## src/rtl/sipo_frame_pkg.sv

```systemverilog
// Shared FSM encoding and line-level constants for the framed serial receiver.
package sipo_frame_pkg;

  typedef enum logic [2:0] {
    ST_IDLE,
    ST_DATA,
    ST_PARITY,
    ST_STOP,
    ST_BREAK_WAIT
  } state_t;

  localparam logic LINE_IDLE = 1'b1;
  localparam logic START_LVL = 1'b0;
  localparam logic STOP_LVL  = 1'b1;

endpackage

```

## src/rtl/sipo_shift_core.sv

```systemverilog
// WIDTH-bit serial-in shift register with selectable direction and running parity.
module sipo_shift_core #(
  parameter int WIDTH     = 8,
  parameter int MSB_FIRST = 1
) (
  input  logic             clk,
  input  logic             rst,
  input  logic             clr,
  input  logic             shift,
  input  logic             din,
  output logic [WIDTH-1:0] value,
  output logic             parity
);

  always_ff @(posedge clk or posedge rst) begin
    if (rst) begin
      value  <= '0;
      parity <= 1'b0;
    end else if (clr) begin
      value  <= '0;
      parity <= 1'b0;
    end else if (shift) begin
      parity <= parity ^ din;
      // first bit ends up at the far end once WIDTH bits have been shifted
      if (MSB_FIRST != 0) value <= {value[WIDTH-2:0], din};
      else                value <= {din, value[WIDTH-1:1]};
    end
  end

endmodule

```

## src/rtl/sipo_frame_rx.sv

```systemverilog
// Framed serial receiver: start/data/parity/stop FSM feeding a one-word valid/ready output.
module sipo_frame_rx
  import sipo_frame_pkg::*;
#(
  parameter int WIDTH     = 8,
  parameter int MSB_FIRST = 1,
  parameter int PARITY_EN = 1
) (
  input  logic             clk,
  input  logic             rst,
  input  logic             din,
  input  logic             bit_en,
  output logic [WIDTH-1:0] dout,
  output logic             dout_valid,
  input  logic             dout_ready,
  output logic             busy,
  output logic             parity_err,
  output logic             frame_err,
  output logic             overrun
);

  localparam int CW = $clog2(WIDTH);

  state_t          state, next;
  logic [CW-1:0]   cnt;
  logic            par_bad;
  logic            clr, shift;
  logic            good, perr_evt, ferr_evt, ovr_evt;
  logic            perr_q, ferr_q, ovr_q;
  logic [WIDTH-1:0] word;
  logic            run_par;

  sipo_shift_core #(
    .WIDTH    (WIDTH),
    .MSB_FIRST(MSB_FIRST)
  ) u_core (
    .clk   (clk),
    .rst   (rst),
    .clr   (clr),
    .shift (shift),
    .din   (din),
    .value (word),
    .parity(run_par)
  );

  always_ff @(posedge clk or posedge rst) begin
    if (rst) state <= ST_IDLE;
    else     state <= next;
  end

  always_comb begin
    next     = state;
    clr      = 1'b0;
    shift    = 1'b0;
    good     = 1'b0;
    perr_evt = 1'b0;
    ferr_evt = 1'b0;
    case (state)
      ST_IDLE: begin
        if (bit_en && din == START_LVL) begin
          clr  = 1'b1;
          next = ST_DATA;
        end
      end
      ST_DATA: begin
        if (bit_en) begin
          shift = 1'b1;
          if (cnt == CW'(WIDTH - 1))
            next = (PARITY_EN != 0) ? ST_PARITY : ST_STOP;
        end
      end
      ST_PARITY: begin
        if (bit_en) next = ST_STOP;
      end
      ST_STOP: begin
        if (bit_en) begin
          if (din == STOP_LVL) begin
            if (par_bad) perr_evt = 1'b1;
            else         good     = 1'b1;
            next = ST_IDLE;
          end else begin
            ferr_evt = 1'b1;
            next     = ST_BREAK_WAIT;
          end
        end
      end
      ST_BREAK_WAIT: begin
        if (bit_en && din == LINE_IDLE) next = ST_IDLE;
      end
      default: next = ST_IDLE;
    endcase
  end

  assign ovr_evt = good && dout_valid && !dout_ready;
  assign busy    = (state != ST_IDLE);

  always_ff @(posedge clk or posedge rst) begin
    if (rst) begin
      cnt     <= '0;
      par_bad <= 1'b0;
    end else begin
      if (clr) begin
        cnt     <= '0;
        par_bad <= 1'b0;
      end else if (shift) begin
        cnt <= cnt + CW'(1);
      end
      if (state == ST_PARITY && bit_en)
        par_bad <= (din != run_par);
    end
  end

  always_ff @(posedge clk or posedge rst) begin
    if (rst) begin
      dout       <= '0;
      dout_valid <= 1'b0;
    end else if (good && (!dout_valid || dout_ready)) begin
      dout       <= word;
      dout_valid <= 1'b1;
    end else if (dout_valid && dout_ready) begin
      dout_valid <= 1'b0;
    end
  end

  // two-stage pulse path: event latched on the sampling edge, output one edge later
  always_ff @(posedge clk or posedge rst) begin
    if (rst) begin
      perr_q     <= 1'b0;
      ferr_q     <= 1'b0;
      ovr_q      <= 1'b0;
      parity_err <= 1'b0;
      frame_err  <= 1'b0;
      overrun    <= 1'b0;
    end else begin
      perr_q     <= perr_evt;
      ferr_q     <= ferr_evt;
      ovr_q      <= ovr_evt;
      parity_err <= perr_q;
      frame_err  <= ferr_q;
      overrun    <= ovr_q;
    end
  end

endmodule

```

## config.mk

```make
export PLATFORM = sky130hd
export DESIGN_NAME = sipo_frame_rx
export DESIGN_NICKNAME = d
export VERILOG_FILES = /design/src/rtl/sipo_frame_pkg.sv /design/src/rtl/sipo_shift_core.sv /design/src/rtl/sipo_frame_rx.sv
export SDC_FILE = /design/constraint.sdc
export NUM_CORES = 1
export LEC_CHECK = 0
export CAP_MARGIN = 10
export CORE_ASPECT_RATIO = 1.1
export CORE_MARGIN = 10
export CORE_UTILIZATION = 40
export CTS_BUF_LIST = sky130_fd_sc_hd__clkbuf_4 sky130_fd_sc_hd__clkbuf_8
export DETAILED_ROUTE_END_ITERATION = 10
export PLACE_DENSITY = 0.73
export SETUP_SLACK_MARGIN = 0.4
export SLEW_MARGIN = 20
export SYNTH_ARGS = -nofsm -noshare
export SYNTH_HDL_FRONTEND = slang
export SYNTH_HIERARCHICAL = 1
export SYNTH_SLANG_ARGS = --single-unit
```

## constraint.sdc

```tcl
create_clock -name clk -period 4.2 [get_ports clk]
set_input_delay 0.84 -clock clk [delete_from_list [all_inputs] [get_ports clk]]
set_output_delay 0.84 -clock clk [all_outputs]
set_load 0.05 [all_outputs]
```

Word level (Yosys, flattened, before mapping)
Cells that the tools add are included.

word-level totals
  output and inout port bits = 13
  bits in registers = 31
  logic and storage cells = 77
  input bits = 5

cells by class
  muxes and demuxes = 33
  equal/unequal tests = 12
  $add $sub $neg = 1
  bitwise gates (word level) = 2
  reductions and logical operators = 16

operators by type and width
  kind                 count
  $mux 3               9
  $mux 1               21
  $mux 8               2
  $pmux 3 s5           1
  $ne 2x2->1 const B   6
  $logic_and 1x1->1    7
  $eq 3x2->1 const B   2
  $eq 3x3->1 const B   2
  $reduce_and 6->1     1
  $reduce_bool 2->1    3
  $add 3x1->3 const B  1
  $eq 3x1->1 const B   1
  $logic_not 3->1      1
  $reduce_bool 3->1    1
  $logic_not 1->1      2
  $logic_or 1x1->1     1
  $ne 1x1->1           1
  $not 1->1            1
  $xor 1x1->1          1

Depth between registers and ports, before layout
Gate-level depths: netlist of run 1.

  depth in word-level cells = 6
  depth in mapped cells = 6
  depth with buffers taken out = 5

Modules after synthesis
The synthesis of run 1 kept the hierarchy.

by module, submodules not included
  module           area an instance (um^2)  instances  cells an instance
  sipo_frame_rx    952.2                    1          70
  sipo_shift_core  380.4                    1          31

Worst setup path after synthesis of run 1
No wires, ideal clock.

  path type = input -> register
  start = in bit_en
  end = reg dout[0]
  stages on the path = 5
  library setup time = 0.125 ns
  buffers on the path = 2
  required time = 4.075 ns
  arrival = 1.870 ns
  slack = 2.205 ns
  cell sequence = buf_2 -> and4b_4 -> and4_4 -> buf_12 -> mux2_4

between the ends
  cells in the longest elaborated chain, start to end = 3

RTL lines
  item                  line                  text
  start, declared       sipo_frame_rx.sv:12   input logic bit_en,
  $mux 1                sipo_frame_rx.sv:76   if (bit_en) begin
  $mux 1                sipo_frame_rx.sv:58   case (state)
  $logic_and 1x1->1     sipo_frame_rx.sv:117  end else if (good && (!dout_valid || dout_ready)) begin
  end signal, assigned  sipo_frame_rx.sv:118  dout <= word;
  end, declared         sipo_frame_rx.sv:13   output logic [WIDTH-1:0] dout,

Every way passes these cells.
A chain may end at the register's enable or synchronous reset.

Worst setup path after layout of run 1
  start = reg state[2]
  end = out busy

between the ends
  cells in the longest elaborated chain, start to end = 1

RTL lines
  item                    line                 text
  start, declared         sipo_frame_rx.sv:24  state_t state, next;
  start signal, assigned  sipo_frame_rx.sv:48  else state <= next;
  $reduce_bool 3->1       sipo_frame_rx.sv:95  assign busy = (state != ST_IDLE);
  end, declared           sipo_frame_rx.sv:16  output logic busy,

Every way passes these cells.

==> results_dict.tcl, run 1 <==
set metrics [dict create \
    reg2reg_depth 3 \
    timing.fmax_mhz 369 \
    r2r-start "state[2]" \
    place_ws_ps 1670 \
    num_rows 21 \
    required_ps 3360 \
    grt_pass1_vias 796 \
    hp-start "perr_q" \
    ctsResizeCount 0 \
    grt_max_degree 23 \
    synth_cells 101 \
    rsz0062_at_grt "false" \
    endpoint_kind "output pin" \
    cts_hold_buf 0 \
    final_cells 153 \
    cts_sinks 31 \
    die_height_microns 80.5 \
    grt_first_pass_wirelength_mm 3.70 \
    path_class "register to output pin" \
    setup_tns_ps 0 \
    coreArea_sq_um 3130 \
    period_share_pct 64.5 \
    worstPathArrival_ps 1870 \
    vias_per_cell 5.10 \
    p_per_area_nw_per_um2 685 \
    setup_viol 0 \
    grt_antenna_before_repair 0 \
    synth.avg_cell_area_sq_um 13.2 \
    ir_worst_vdd_v 0.000237 \
    gp_congestion 0.776 \
    cts_tree "done" \
    clk_pin_slew_ps 80 \
    slew_viol_final 0 \
    whs_path_depth 0 \
    num_vias 780 \
    min_to "parity_err" \
    relSlewSlack_pct 45.5 \
    yosysSeqAreaShare_pct 58.2 \
    syn_area_sq_um 1330 \
    skew_ps 8.27 \
    ys_top_cells_by_area "dfrtp_1 58%, mux2_4 9.0%, mux2i_1 7.5%" \
    rrSetupSlack_ps 2620 \
    gr-usage-all-layers_pct 8.20 \
    r2r_end "dout[3]" \
    fin_hold_ws_ps 352 \
    startpoint_type "register" \
    finalCriticalPeriod_ps 2710 \
    cts_root_buffer "clkbuf_4" \
    cts_buffers 5 \
    syn_nets 108 \
    fp.dieW_microns 75.0 \
    max_cap_violations 0 \
    portBuffers 17 \
    synth_seq_cells 31 \
    wl_per_cell_microns 14.3 \
    layout.nets 127 \
    min_path_type "register to register" \
    initial_core_util_pct 42.6 \
    drt_iter0_drc 43 \
    postCtsSetupBuffers 0 \
    power_mw 1.06 \
    status "completed" \
    setup_ws_ps 1490 \
    io_pins 18 \
    hold_violations 0 \
    clockBufferDepth 2 \
    die_area_sq_um 6040 \
    nFillCells 283 \
    wirelength_mm 2.19 \
    leakage_nw 0.753 \
    cts_htree_levels 2 \
    grt-ovfl-total 0 \
    layout-drive-gt1-share_pct 16.8 \
    dpl.cell_count 147 \
    num_antenna_cells 0 \
    dp_hpwl_mm 1.57 \
    worst_slew_pin_slew_ps 817 \
    drc_errors 0 \
    synth_cell_types 32 \
    first_pass_iters 4 \
    areaGrowthSynthToFinish_pct 16.6 \
    yosys.area.top_type "dfrtp_1" \
    ant_nets 0 \
    yosysWarnings 6 \
    crit_fanout 7 \
    insertion_delay_ps 320 \
    yosysTopAreaCellShare_pct 58.2 \
]
## per-stage QoR
step                util [%]  cell area [sq um]
global route            49.7               1550
global placement        48.3               1510
floorplan                  -               1330
finish                  49.7               1550
detailed placement      48.3               1510
CTS                     49.7               1550
## cell usage in the layout, fill, tap and decap left out, types with 2 or more instances in the layout
cell type	instances
dfrtp_1	31
clkdlybuf4s50_1	17
nor2_1	15
mux2i_1	10
mux2_4	8
clkbuf_4	6
inv_1	3
nand2_1	3
nand2b_1	2
a21oi_1	2
ha_1	2
## sequential cells by signal, summed over array words and instances (netlist names)
signal and count:
dout_valid 1, u_core/value 8, perr_q 1, ovr_q 1, u_core/parity 1, overrun 1, parity_err 1, dout 8
par_bad 1, frame_err 1, state 3, cnt 3, ferr_q 1
## logic make-up after synthesis
group,synth area share [%]
AND/OR/NAND/NOR,13.0
multiplexers,16.5
XOR/XNOR,1.31
buffers and inverters,4.60
adder cells (fa/ha/maj),1.88
flip-flops,58.2
AO/OA/AOI/OAI,4.51
## final cells by class
type,instances,area (sq um),share of cell area (%)
sequential,31,776,49.9
tap,34,42.5,2.74
inverter,3,11.3,0.725
multi-input combinational,61,502,32.3
clock buffer,6,45.0,2.90
timing repair buffer,18,178,11.4
## cell usage after synthesis (all sizes together)
master / instances
dfrtp: 31
nor2: 15
mux2i: 10
mux2: 8
buf: 6
a21oi: 3
inv: 3
nand2: 3
ha: 2
nand2b: 2
a211oi: 1
a21bo: 1
a21o: 1
a31oi: 1
a41o: 1
and3: 1
and4: 1
and4b: 1
and4bb: 1
nand3: 1
nand3b: 1
nand4b: 1
nor2b: 1
nor3: 1
nor4bb: 1
or3: 1
xnor2: 1
xor2: 1
## critical path, stage by stage (launching register included)
cell and delay (ps):
dfrtp_1 460, or3_1 390, clkdlybuf4s50_1 710
## worst max path at each step
stage / start / to
2_1_floorplan: bit_en / dout[0]
3_3_place_gp: bit_en / dout[4]
3_5_place_dp: bit_en / dout[3]
4_1_cts: state[2] / busy
5_1_grt: state[1] / busy
6_report: state[2] / busy
## power breakdown
group	switching (mW)	internal, mW	leakage (nW)
sequential	0.0763	0.395	0.406
clock	0.0881	0.0658	0.0276
combinational	0.242	0.198	0.319
total	0.406	0.659	0.753
## routing by layer
layer	GRT usage, %	share of wire, %	wire [microns]	vias up
li1	-	-	-	378
met1	9.24	44	953	384
met2	11.7	48	1050	14
met3	3.08	5.5	121	4
met4	7.39	2.8	61	0
met5	0	0	0	-
(Power assumes the default switching activity.)
==> run 2: changes to the inputs <==
==> constraint.sdc (replaced) <==
create_clock -name clk -period 2.8 [get_ports clk]
set_input_delay 0.56 -clock clk [delete_from_list [all_inputs] [get_ports clk]]
set_output_delay 0.56 -clock clk [all_outputs]
set_load 0.05 [all_outputs]
==> run 2 against run 1 <==
Effect of this change:
- critical path depth unchanged
- non-clock buffer count unchanged
- sequential power up 51%
- register-to-register slack worse by 1400 ps
- power up 53%
- routed wire length up 5.9%
- highest routed layer unchanged
==> results_dict.tcl, run 2 (synthesis results as in run 1) <==
set metrics [dict create \
    layout.nets 127 \
    gp_congestion 0.781 \
    grt-ovfl-total 0 \
    drc_errors 0 \
    power_mw 1.63 \
    endpoint_kind "output pin" \
    grt_max_degree 23 \
    slew_viol_final 0 \
    clockBufferDepth 2 \
    ir_worst_vdd_v 0.000358 \
    hp-start "ovr_q" \
    worst_slew_pin_slew_ps 819 \
    cts_hold_buf 0 \
    initial_core_util_pct 42.6 \
    setup_viol 0 \
    r2r_end "dout[2]" \
    crit_family "flip-flops" \
    fin_hold_ws_ps 351 \
    max_stage_delay_ps 460 \
    first_pass_iters 4 \
    vias_per_cell 5.08 \
    cts_sinks 31 \
    status "completed" \
    critical_path.cell_chain "or3_1, dlygate4sd2_1" \
    place_ws_ps 537 \
    r2r-start "state[2]" \
    wl_per_cell_microns 14.9 \
    whs_path_depth 0 \
    required_ps 2240 \
    clk_pin_slew_ps 90 \
    grt_antenna_before_repair 0 \
    cts_htree_levels 2 \
    num_vias 788 \
    num_rows 21 \
    slowest_stage "dfrtp_1" \
    dpl.cell_count 147 \
    rrSetupSlack_ps 1210 \
    setup_tns_ps 0 \
    path_buf_inv 1 \
    wirelength_mm 2.32 \
    cts_buffers 5 \
    leakage_nw 0.760 \
    die_area_sq_um 6040 \
    gr-usage-all-layers_pct 8.36 \
    min_to "overrun" \
    portBuffers 17 \
    coreArea_sq_um 3130 \
    max_cap_violations 0 \
    final_cell_mix "31 x dfrtp_1, 16 x clkdlybuf4s50_1, 15 x nor2_1" \
    dp_hpwl_mm 1.69 \
    setup_ws_ps 647 \
    drt_iter0_drc 49 \
    io_pins 18 \
    final_common_cell "dfrtp_1" \
    cts_root_buffer "clkbuf_4" \
    path_class "register to output pin" \
    p_per_area_nw_per_um2 1040 \
    grt_first_pass_wirelength_mm 3.71 \
    skew_ps 6.76 \
    worstPathArrival_ps 1590 \
    hold_violations 0 \
    relSlewSlack_pct 45.4 \
    reg2reg_depth 3 \
    period_share_pct 76.9 \
    num_antenna_cells 0 \
    fp.dieW_microns 75.0 \
    reg_top3 "dout (8), u_core/value (8)" \
    startpoint_type "register" \
    die_height_microns 80.5 \
    ctsResizeCount 1 \
    layout-drive-gt1-share_pct 18.2 \
    final_cells 155 \
    insertion_delay_ps 330 \
    min_path_type "register to register" \
    crit_fanout 7 \
    areaGrowthSynthToFinish_pct 17.5 \
    timing.fmax_mhz 465 \
    postCtsSetupBuffers 0 \
    finalCriticalPeriod_ps 2150 \
    grt_pass1_vias 798 \
    rsz0062_at_grt "false" \
    cts_tree "done" \
    ant_nets 0 \
]
run 2: changes by cell type in the layout (fill, tap and decap cells not counted), sizes merged:
cell,before,now
clkbuf,6,7
clkdlybuf4s50,17,16
clkinv,0,1
dlygate4sd2,0,1
run 2: final cells by class:
class	count	area, sq um
clock inverters	1	5.00
flip-flops and latches	31	776
clock buffers	7	52.6
multi-input cells	61	502
fillers	282	1560
repair buffers	18	176
well taps	34	42.5
inverters	3	11.3
run 2: how the worst max path moves through the flow:
stage / from / endpoint / slack (ps) / cells after the start
after floorplan: bit_en / dout[0] / 1090 / 5
after global placement: bit_en / dout[4] / 590 / 4
after detailed placement: bit_en / dout[2] / 540 / 4
after CTS: state[2] / busy / 630 / 2
after global routing: state[2] / busy / 590 / 2
final: state[2] / busy / 650 / 2
run 2: stage by stage:
| step | instance area (sq um) | util [%] |
|---|---|---|
| floorplan | 1330 | - |
| global placement | 1510 | 48.3 |
| detailed placement | 1510 | 48.3 |
| CTS | 1570 | 50.1 |
| global route | 1570 | 50.1 |
| finish | 1570 | 50.1 |
run 2: layer usage:
layer / vias up / wire [microns] / global-route usage (%)
met2: 16 / 1090 / 12.5
li1: 381 / - / -
met1: 383 / 1010 / 8.75
met5: - / 0 / 0
met3: 8 / 122 / 3.08
met4: 0 / 86 / 7.95
run 2: where the power goes:
group / internal [mW] / leakage, nW / switching (mW)
registers: 0.593 / 0.406 / 0.122
clock network: 0.117 / 0.0361 / 0.139
logic: 0.293 / 0.318 / 0.370
total: 1.00 / 0.760 / 0.631
==> run 3: changes to the inputs <==
--- a/config.mk
+++ b/config.mk
@@ -11,7 +11,7 @@
 export CORE_UTILIZATION = 40
 export CTS_BUF_LIST = sky130_fd_sc_hd__clkbuf_4 sky130_fd_sc_hd__clkbuf_8
 export DETAILED_ROUTE_END_ITERATION = 10
-export PLACE_DENSITY = 0.73
+export PLACE_DENSITY = 0.76
 export SETUP_SLACK_MARGIN = 0.4
 export SLEW_MARGIN = 20
 export SYNTH_ARGS = -nofsm -noshare
==> constraint.sdc (replaced) <==
create_clock -name clk -period 1.84 [get_ports clk]
set_input_delay 0.368 -clock clk [delete_from_list [all_inputs] [get_ports clk]]
set_output_delay 0.368 -clock clk [all_outputs]
set_load 0.05 [all_outputs]
==> run 3 against run 2 <==
Effect of this change:
- final cell count up 9.0%
- largest cell class unchanged
- highest routed layer unchanged
- die area stayed put
- critical path depth did not move
- clock-buffer cell count down 2
==> results_dict.tcl, run 3 (synthesis results as in run 1) <==
set metrics [dict create \
    status "completed" \
    wl_per_cell_microns 15.9 \
    dp_hpwl_mm 1.71 \
    period_share_pct 89.3 \
    fp.dieW_microns 75.0 \
    grt_first_pass_wirelength_mm 4.38 \
    grt_pass1_vias 958 \
    final_common_cell "dfrtp_1" \
    leakage_nw 0.858 \
    slew_viol_final 0 \
    hold_violations 0 \
    areaGrowthSynthToFinish_pct 25.8 \
    relSlewSlack_pct 76.6 \
    cts_hold_buf 0 \
    cts_sinks 31 \
    grt-ovfl-total 0 \
    num_antenna_cells 0 \
    cts_root_buffer "clkbuf_4" \
    gp_congestion 0.819 \
    clk_pin_slew_ps 90 \
    rsz0062_at_grt "true" \
    crit_fanout 2 \
    gr-usage-all-layers_pct 9.63 \
    fin_util_pct 53.6 \
    finalCriticalPeriod_ps 1640 \
    cts_htree_levels 2 \
    rrSetupSlack_ps 200 \
    setup_tns_ps 0 \
    first_pass_iters 4 \
    multi_input_area_sq_um 532 \
    vias_per_cell 5.24 \
    path_class "register to output pin" \
    worstPathArrival_ps 1280 \
    ir_worst_vdd_v 0.000659 \
    num_vias 886 \
    worst_slew_pin_slew_ps 351 \
    timing.fmax_mhz 608 \
    endpoint_kind "output pin" \
    grt_max_degree 23 \
    drc_errors 0 \
    grt_antenna_before_repair 0 \
    final_cell_mix "27 x dfrtp_1, 23 x buf_4, 15 x nor2_1" \
    layout.nets 141 \
    final-seq-area_sq_um 781 \
    startpoint_type "register" \
    skew_ps 5.73 \
    portBuffers 17 \
    io_pins 18 \
    die_height_microns 80.5 \
    cts_buffers 5 \
    cts_tree "done" \
    reg_top3 "dout (8), u_core/value (8)" \
    min_path_type "input port to asynchronous set/reset pin" \
    nFillCells 262 \
    num_rows 21 \
    layout-drive-gt1-share_pct 40.0 \
    wirelength_mm 2.69 \
    die_area_sq_um 6040 \
    clockBufferDepth 2 \
    required_ps 1470 \
    initial_core_util_pct 42.6 \
    insertion_delay_ps 320 \
    setup_viol 0 \
    ant_nets 0 \
    max_cap_violations 0 \
    coreArea_sq_um 3130 \
    p_per_area_nw_per_um2 1530 \
    drt_iter0_drc 50 \
]
run 3: cell count changes in the layout (fill, tap and decap cells not counted), moves of 2 or more:
cell,previous run,this run
buf_4,1,23
buf_6,0,4
clkbuf_4,7,5
clkdlybuf4s50_1,16,4
clkinv_2,1,3
dfrtp_1,31,27
dfrtp_2,0,4
run 3: worst paths after layout:
| check | start | to | cells past startpoint |
|---|---|---|---|
| max | state[1] | busy | 2 |
| min | rst | u_core/value[7] | 2 |
| max reg2reg | state[2] | dout[1] | 4 |
| min reg2reg | ferr_q | frame_err | 0 |
| max in group asynchronous | rst | dout_valid | 3 |
| min in group clk | ferr_q | frame_err | 0 |
run 3: per-layer routing:
| metal | up-vias | part of all wire, % | wire [microns] | track usage [%] |
|---|---|---|---|---|
| met1 | 439 | 42 | 1140 | 10.1 |
| met2 | 20 | 48 | 1300 | 14.8 |
| met5 | - | 0 | 0 | 0 |
| met4 | 0 | 3.7 | 99 | 7.39 |
| li1 | 418 | - | - | - |
| met3 | 9 | 5.6 | 151 | 4.06 |
run 3: cell type report:
class                      count  share of cell area [%]
timing repair buffer          31                    15.4
clock inverter                 3                   0.896
tap                           34                    2.54
sequential                    31                    46.6
clock buffer                   5                    2.24
multi-input combinational     62                    31.7
inverter                       3                   0.672
run 3: timing repair:
item                       4_1_cts  5_1_grt
pin swaps                        2        0
setup buffers                    5        2
gates cloned                     1        1
gates resized for setup         10        3
setup endpoints to repair       21       21
run 3: critical path, cell delays in order, from the launching register on:
cell and delay, ps:
dfrtp_2 410, or3_4 380, buf_6 160
run 3: report_power, final:
group          switching, mW  leakage, nW  internal [mW]
clock                  0.224       0.0347          0.142
sequential             0.148        0.401          0.906
combinational          0.634        0.422          0.518
run 3: per-stage QoR:
| step | std cells | instance area (sq um) | hold WS [ps] | worst slack, ps | power, mW |
|---|---|---|---|---|---|
| floorplan | 101 | 1340 | 196 | 351 | 1.84 |
| detailed placement | 152 | 1520 | 337 | -113 | 2.10 |
| CTS | 166 | 1640 | 344 | 182 | 2.56 |
| global route | 169 | 1680 | 350 | 151 | 2.75 |
| global placement | 152 | 1520 | 334 | -71.2 | 2.06 |
| finish | 169 | 1680 | 332 | 197 | 2.57 |
